--- src/rtl/txepacket.sv ---
// Transmit packet filter: turns a VALID/READY/LAST/ABORT byte stream into the
// unstallable one-byte-per-strobe PHY stream, with inter-frame gap and truncation flag.
module txepacket #(
   parameter int GAP_BYTES = 12
) (
   input  logic       i_clk,
   input  logic       i_reset,
   input  logic       i_ce,
   input  logic       S_AXIN_VALID,
   output logic       S_AXIN_READY,
   input  logic [7:0] S_AXIN_DATA,
   input  logic       S_AXIN_LAST,
   input  logic       S_AXIN_ABORT,
   output logic       o_v,
   output logic [7:0] o_d,
   output logic       o_err,
   output logic       o_busy
);

   localparam int GAP_EFF = (GAP_BYTES < 1) ? 1 : GAP_BYTES;
   localparam int CW = ($clog2(GAP_EFF + 1) < 1) ? 1 : $clog2(GAP_EFF + 1);
   localparam logic [CW-1:0] CNT_LOAD = CW'(GAP_EFF - 1);

   typedef enum logic [1:0] {IDLE = 2'd0, DATA = 2'd1, DRAIN = 2'd2, GAP = 2'd3} state_t;

   state_t          state_q, state_d;
   logic            h_v_q, h_v_d;
   logic [7:0]      h_d_q, h_d_d;
   logic            h_l_q, h_l_d;
   logic            sent_last_q, sent_last_d;
   logic            abort_pend_q, abort_pend_d;
   logic            abort_seen_q, abort_seen_d;
   logic            cause_abort_q, cause_abort_d;
   logic [CW-1:0]   cnt_q, cnt_d;
   logic            o_v_q, o_v_d;
   logic [7:0]      o_d_q, o_d_d;
   logic            o_err_q, o_err_d;

   logic accept, load, abort_now, ev_send, ev_end, ev_trunc, drain_done;

   // The holding register is never bypassed, so a byte can be taken at most
   // every second clock; strobes faster than that will underrun.
   assign S_AXIN_READY = !h_v_q || (state_q == DRAIN) || S_AXIN_ABORT;
   assign accept       = S_AXIN_VALID && S_AXIN_READY;
   assign load         = accept && (state_q != DRAIN) && !S_AXIN_ABORT;
   assign abort_now    = S_AXIN_ABORT || abort_pend_q;

   assign ev_send  = i_ce && h_v_q && !S_AXIN_ABORT &&
                     ((state_q == IDLE) || ((state_q == DATA) && !sent_last_q && !abort_pend_q));
   assign ev_end   = i_ce && (state_q == DATA) && sent_last_q;
   assign ev_trunc = i_ce && (state_q == DATA) && !sent_last_q && !ev_send;

   // An underrun drain may also end on a LAST beat caught in the holding reg on entry.
   assign drain_done = cause_abort_q ? !S_AXIN_ABORT
                     : ((accept && S_AXIN_LAST) || (h_v_q && h_l_q) ||
                        (abort_seen_q && !S_AXIN_ABORT));

   always_ff @(posedge i_clk or posedge i_reset) begin
      if (i_reset) begin
         state_q       <= IDLE;
         h_v_q         <= 1'b0;
         h_d_q         <= 8'd0;
         h_l_q         <= 1'b0;
         sent_last_q   <= 1'b0;
         abort_pend_q  <= 1'b0;
         abort_seen_q  <= 1'b0;
         cause_abort_q <= 1'b0;
         cnt_q         <= '0;
         o_v_q         <= 1'b0;
         o_d_q         <= 8'd0;
         o_err_q       <= 1'b0;
      end else begin
         state_q       <= state_d;
         h_v_q         <= h_v_d;
         h_d_q         <= h_d_d;
         h_l_q         <= h_l_d;
         sent_last_q   <= sent_last_d;
         abort_pend_q  <= abort_pend_d;
         abort_seen_q  <= abort_seen_d;
         cause_abort_q <= cause_abort_d;
         cnt_q         <= cnt_d;
         o_v_q         <= o_v_d;
         o_d_q         <= o_d_d;
         o_err_q       <= o_err_d;
      end
   end

   always_comb begin
      state_d       = state_q;
      cnt_d         = cnt_q;
      cause_abort_d = cause_abort_q;
      abort_seen_d  = abort_seen_q;
      sent_last_d   = sent_last_q;
      h_v_d         = h_v_q;
      h_d_d         = h_d_q;
      h_l_d         = h_l_q;
      abort_pend_d  = (state_q == DATA) && !i_ce &&
                      (abort_pend_q || (S_AXIN_ABORT && !sent_last_q));
      if (ev_send) begin
         h_v_d       = 1'b0;
         sent_last_d = h_l_q;
      end
      if (S_AXIN_ABORT || (state_q == DRAIN)) h_v_d = 1'b0;
      if (load) begin
         h_v_d = 1'b1;
         h_d_d = S_AXIN_DATA;
         h_l_d = S_AXIN_LAST;
      end
      case (state_q)
         IDLE: if (ev_send) state_d = DATA;
         DATA: begin
            if (ev_end) begin
               state_d = GAP;
               cnt_d   = CNT_LOAD;
            end else if (ev_trunc) begin
               state_d       = DRAIN;
               cause_abort_d = abort_now;
               abort_seen_d  = 1'b0;
            end
         end
         DRAIN: begin
            if (S_AXIN_ABORT) abort_seen_d = 1'b1;
            if (drain_done) begin
               state_d = GAP;
               cnt_d   = CNT_LOAD;
            end
         end
         GAP: begin
            if (i_ce) begin
               if (cnt_q == '0) state_d = IDLE;
               else             cnt_d   = cnt_q - 1'b1;
            end
         end
         default: state_d = IDLE;
      endcase
   end

   always_comb begin
      o_v_d   = o_v_q;
      o_d_d   = o_d_q;
      o_err_d = ev_trunc;
      if (ev_send) begin
         o_v_d = 1'b1;
         o_d_d = h_d_q;
      end else if (ev_end || ev_trunc) begin
         o_v_d = 1'b0;
      end
   end

   assign o_v    = o_v_q;
   assign o_d    = o_d_q;
   assign o_err  = o_err_q;
   assign o_busy = (state_q != IDLE);

endmodule

--- config.mk ---
export PLATFORM = sky130hd
export DESIGN_NAME = txepacket
export DESIGN_NICKNAME = d
export VERILOG_FILES = /design/src/rtl/txepacket.sv
export SDC_FILE = /design/constraint.sdc
export NUM_CORES = 1
export LEC_CHECK = 0
export ABC_CLOCK_PERIOD_IN_PS = 2200
export BUFFER_PORTS_ARGS = -buffer_cell sky130_fd_sc_hd__buf_2
export CORE_MARGIN = 3
export CORE_UTILIZATION = 53
export DETAILED_ROUTE_END_ITERATION = 7
export GPL_TIMING_DRIVEN = 0
export PLACE_DENSITY = 0.76
export SLEW_MARGIN = 20
export SYNTH_ARGS = -nofsm -noshare
export SYNTH_HDL_FRONTEND = slang
export SYNTH_SLANG_ARGS = --single-unit
--- constraint.sdc ---
create_clock -name i_clk -period 2.2 [get_ports i_clk]
set_clock_uncertainty 0.2 [all_clocks]
set_input_delay 0.44 -clock i_clk [delete_from_list [all_inputs] [get_ports i_clk]]
set_output_delay 0.44 -clock i_clk [all_outputs]
set_load 0.05 [all_outputs]
==> results.tsv <==
metric	value	unit
status	complete, but fails checks	
violations	negative hold slack	
crit_type	reg2out	
avgSynthCellArea	11.9	um^2
crit_fanout	4	
fin_crit	2.12	ns
hp-class	in2async	
synth-edff-count	0	
fin_cells	187	
initial_core_util	57.6	%
post_cts_buffers	0	
final_antenna_net_count	0	
netlist_top_cells_count	dfrtp_1 (30), mux2_2 (19), inv_1 (10), ha_1 (7), nand2_1 (6)	
grt_pass1_vias	1078	
die-area	3460	um^2
dp_worst_setup_slack	0.115	ns
yosysWarningCount	0	
wl_met2	1.43	mm
cts_buffers	5	
synthCells	124	
yosys_most_used_dff	dfrtp_1	
r2r-start	state_q[1]$_DFFE_PP0P_	
start_kind	flip-flop	
worst_pin_slew	0.606	ns
cp.buffers_inverters	3	
fmax	471	MHz
r2r_end	o_d[5]$_DFFE_PP0P_	
finish.utilization	66.7	%
synth.distinct_cells	36	
cpPeakStageDelay	0.43	ns
crit_path_end_kind	output pin	
maxSlewViolCount	0	
gr-total-overflow	0	
rrSetupSlack	0.13	ns
cp_top_family	buffers and inverters	
p_sw_share	43.4	%
die_y	58.8	um
path_common_cell	inv_1	
htreeDepth	2	
cts_buffer_depth	2	
syn_area	1480	um^2
syn_to_final_growth	15.8	%
p_leak	0.814	nW
fin_crit_sh	96.4	%
drive_gt1_share	38.9	%
worst_path_max_delay_cell	dfrtp_1	
vias	1054	
setup_slack	0.0787	ns
io_buffer_count	25	
hold_ws	-0.0193	ns
grt_antenna_before_repair	0	
max_cap_violations	0	
ys_seq_elements	30	
rr_worst_depth	6	
synth_top_area_cell	dfrtp_1	
power_density	1430	nW/um^2
cp.required	1.56	ns
slew_headroom	59.5	%
vdd_drop_max	1.01	mV
grt_pass1_wl	4.58	mm
share_comb_of_total_power	48.2	%
p_sw	1.06	mW
cts.clk_slew.worst_paths	0.09	ns
power_frac_seq	38.1	%
synthMostInstantiatedCell	dfrtp_1	
drc	0	
dpl.hpwl	2.10	mm
drt-met1-wl	1.15	mm
clk_latency	0.32	ns
synth_nets	145	
synth.top_cell.area_share	50.8	%
gr-usage-all-layers	17.6	%
tritoncts	yes	
clock-sinks	30	
die_w	58.8	um
wl_met3	173	um
wl	2.77	mm
drtPass1Iterations	7	
synth_area_leaders	dfrtp_1 (51%), mux2_2 (14%), ha_1 (5.9%)	
async_reset_ff_share	100	%
pin_count	26	
finalHoldViolCount	30	
cts_root_buffer	clkbuf_4	
seq_area_frac_synth	50.8	%
intPower	1.39	mW
nets	177	
fin_tns_setup	0	ns
finalSetupViolations	0	
dp_cells	179	
globalplace.congestion	0.801	
diodes	0	
post_drt_wl_per_cell	14.8	um
arrival	1.48	ns
drt-vias-per-instance	5.64	
clockPowerShare	13.7	%
top_layer_used	met4	
cp_cell_sequence	inv_1, ha_2, inv_1, nand2_1, clkbuf_4	
core_area	2570	um^2
rows	18	
grt_max_degree	31	
drt-initial-drc-count	12	
==> cell type report <==
| type | instances | area, um^2 |
|---|---|---|
| fillers | 217 | 855 |
| flip-flops and latches | 30 | 751 |
| multi-input cells | 81 | 678 |
| repair buffers | 25 | 128 |
| clock buffers | 6 | 51.3 |
| inverters | 10 | 37.5 |
| well taps | 30 | 37.5 |
| plain buffers | 3 | 17.5 |
| clock inverters | 2 | 12.5 |
==> flip-flops by register name, summed over array words and instances (netlist names) <==
signal / cells
h_v_q: 1
abort_pend_q: 1
o_v: 1
h_d_q: 8
abort_seen_q: 1
cause_abort_q: 1
h_l_q: 1
sent_last_q: 1
state_q: 2
o_d: 8
o_err: 1
cnt_q: 4
==> metrics by stage <==
stage,power (mW),area (um^2)
final,2.45,1710
after floorplan,1.85,1480
after detailed placement,2.12,1640
after CTS,2.47,1710
after global placement,2.06,1640
after global routing,2.63,1710
==> power by group through the flow <==
| stage | Sequential [mW] | Clock, mW | Combinational, mW |
|---|---|---|---|
| global route | 0.966 | 0.373 | 1.29 |
| detailed placement | 0.946 | 0 | 1.18 |
| finish | 0.933 | 0.335 | 1.18 |
| global placement | 0.925 | 0 | 1.14 |
| floorplan | 1.17 | 0 | 0.682 |
| CTS | 0.935 | 0.355 | 1.18 |
==> repair_timing <==
action | in CTS | in global routing
gates resized for setup | 0 | 3
hold buffers | 0 | 0
setup endpoints to repair | 0 | 3
==> routing by layer <==
layer	global-route usage, %	vias up
met5	0	-
met4	4.85	0
met3	6.58	2
met2	30.8	26
met1	20.1	509
li1	-	517
==> kinds of logic (layout without fill, tap and decap cells) <==
| family | Yosys count | in the layout | synth area share, % |
|---|---|---|---|
| fa+ha+maj | 7 | 7 | 5.92 |
| simple gates | 30 | 30 | 11.7 |
| flops | 30 | 30 | 50.8 |
| buf+inv | 13 | 46 | 3.55 |
| mux | 19 | 19 | 14.5 |
| compound gates | 25 | 25 | 13.6 |
==> cell usage in the layout (no fill, tap or decap), types with 4 or more instances in the layout <==
cell type / instances
dfrtp_1: 30
buf_2: 26
mux2_2: 19
inv_1: 9
clkbuf_4: 7
nand2_1: 6
ha_1: 6
nor2_1: 5
a31oi_1: 4
a21oi_1: 4
==> worst max-delay path by stage <==
stage / endpoint / cells past startpoint / slack, ns / from
floorplan: o_d[0]$_DFFE_PP0P_ / 6 / 0.32 / state_q[1]$_DFFE_PP0P_
global placement: sent_last_q$_DFFE_PP0P_ / 6 / 0.13 / state_q[1]$_DFFE_PP0P_
detailed placement: o_d[5]$_DFFE_PP0P_ / 6 / 0.11 / state_q[1]$_DFFE_PP0P_
CTS: S_AXIN_READY / 5 / 0.005 / state_q[0]$_DFFE_PP0P_
global route: S_AXIN_READY / 5 / -0.004 / state_q[0]$_DFFE_PP0P_
finish: S_AXIN_READY / 5 / 0.08 / state_q[0]$_DFFE_PP0P_
(Power assumes the default switching activity.)
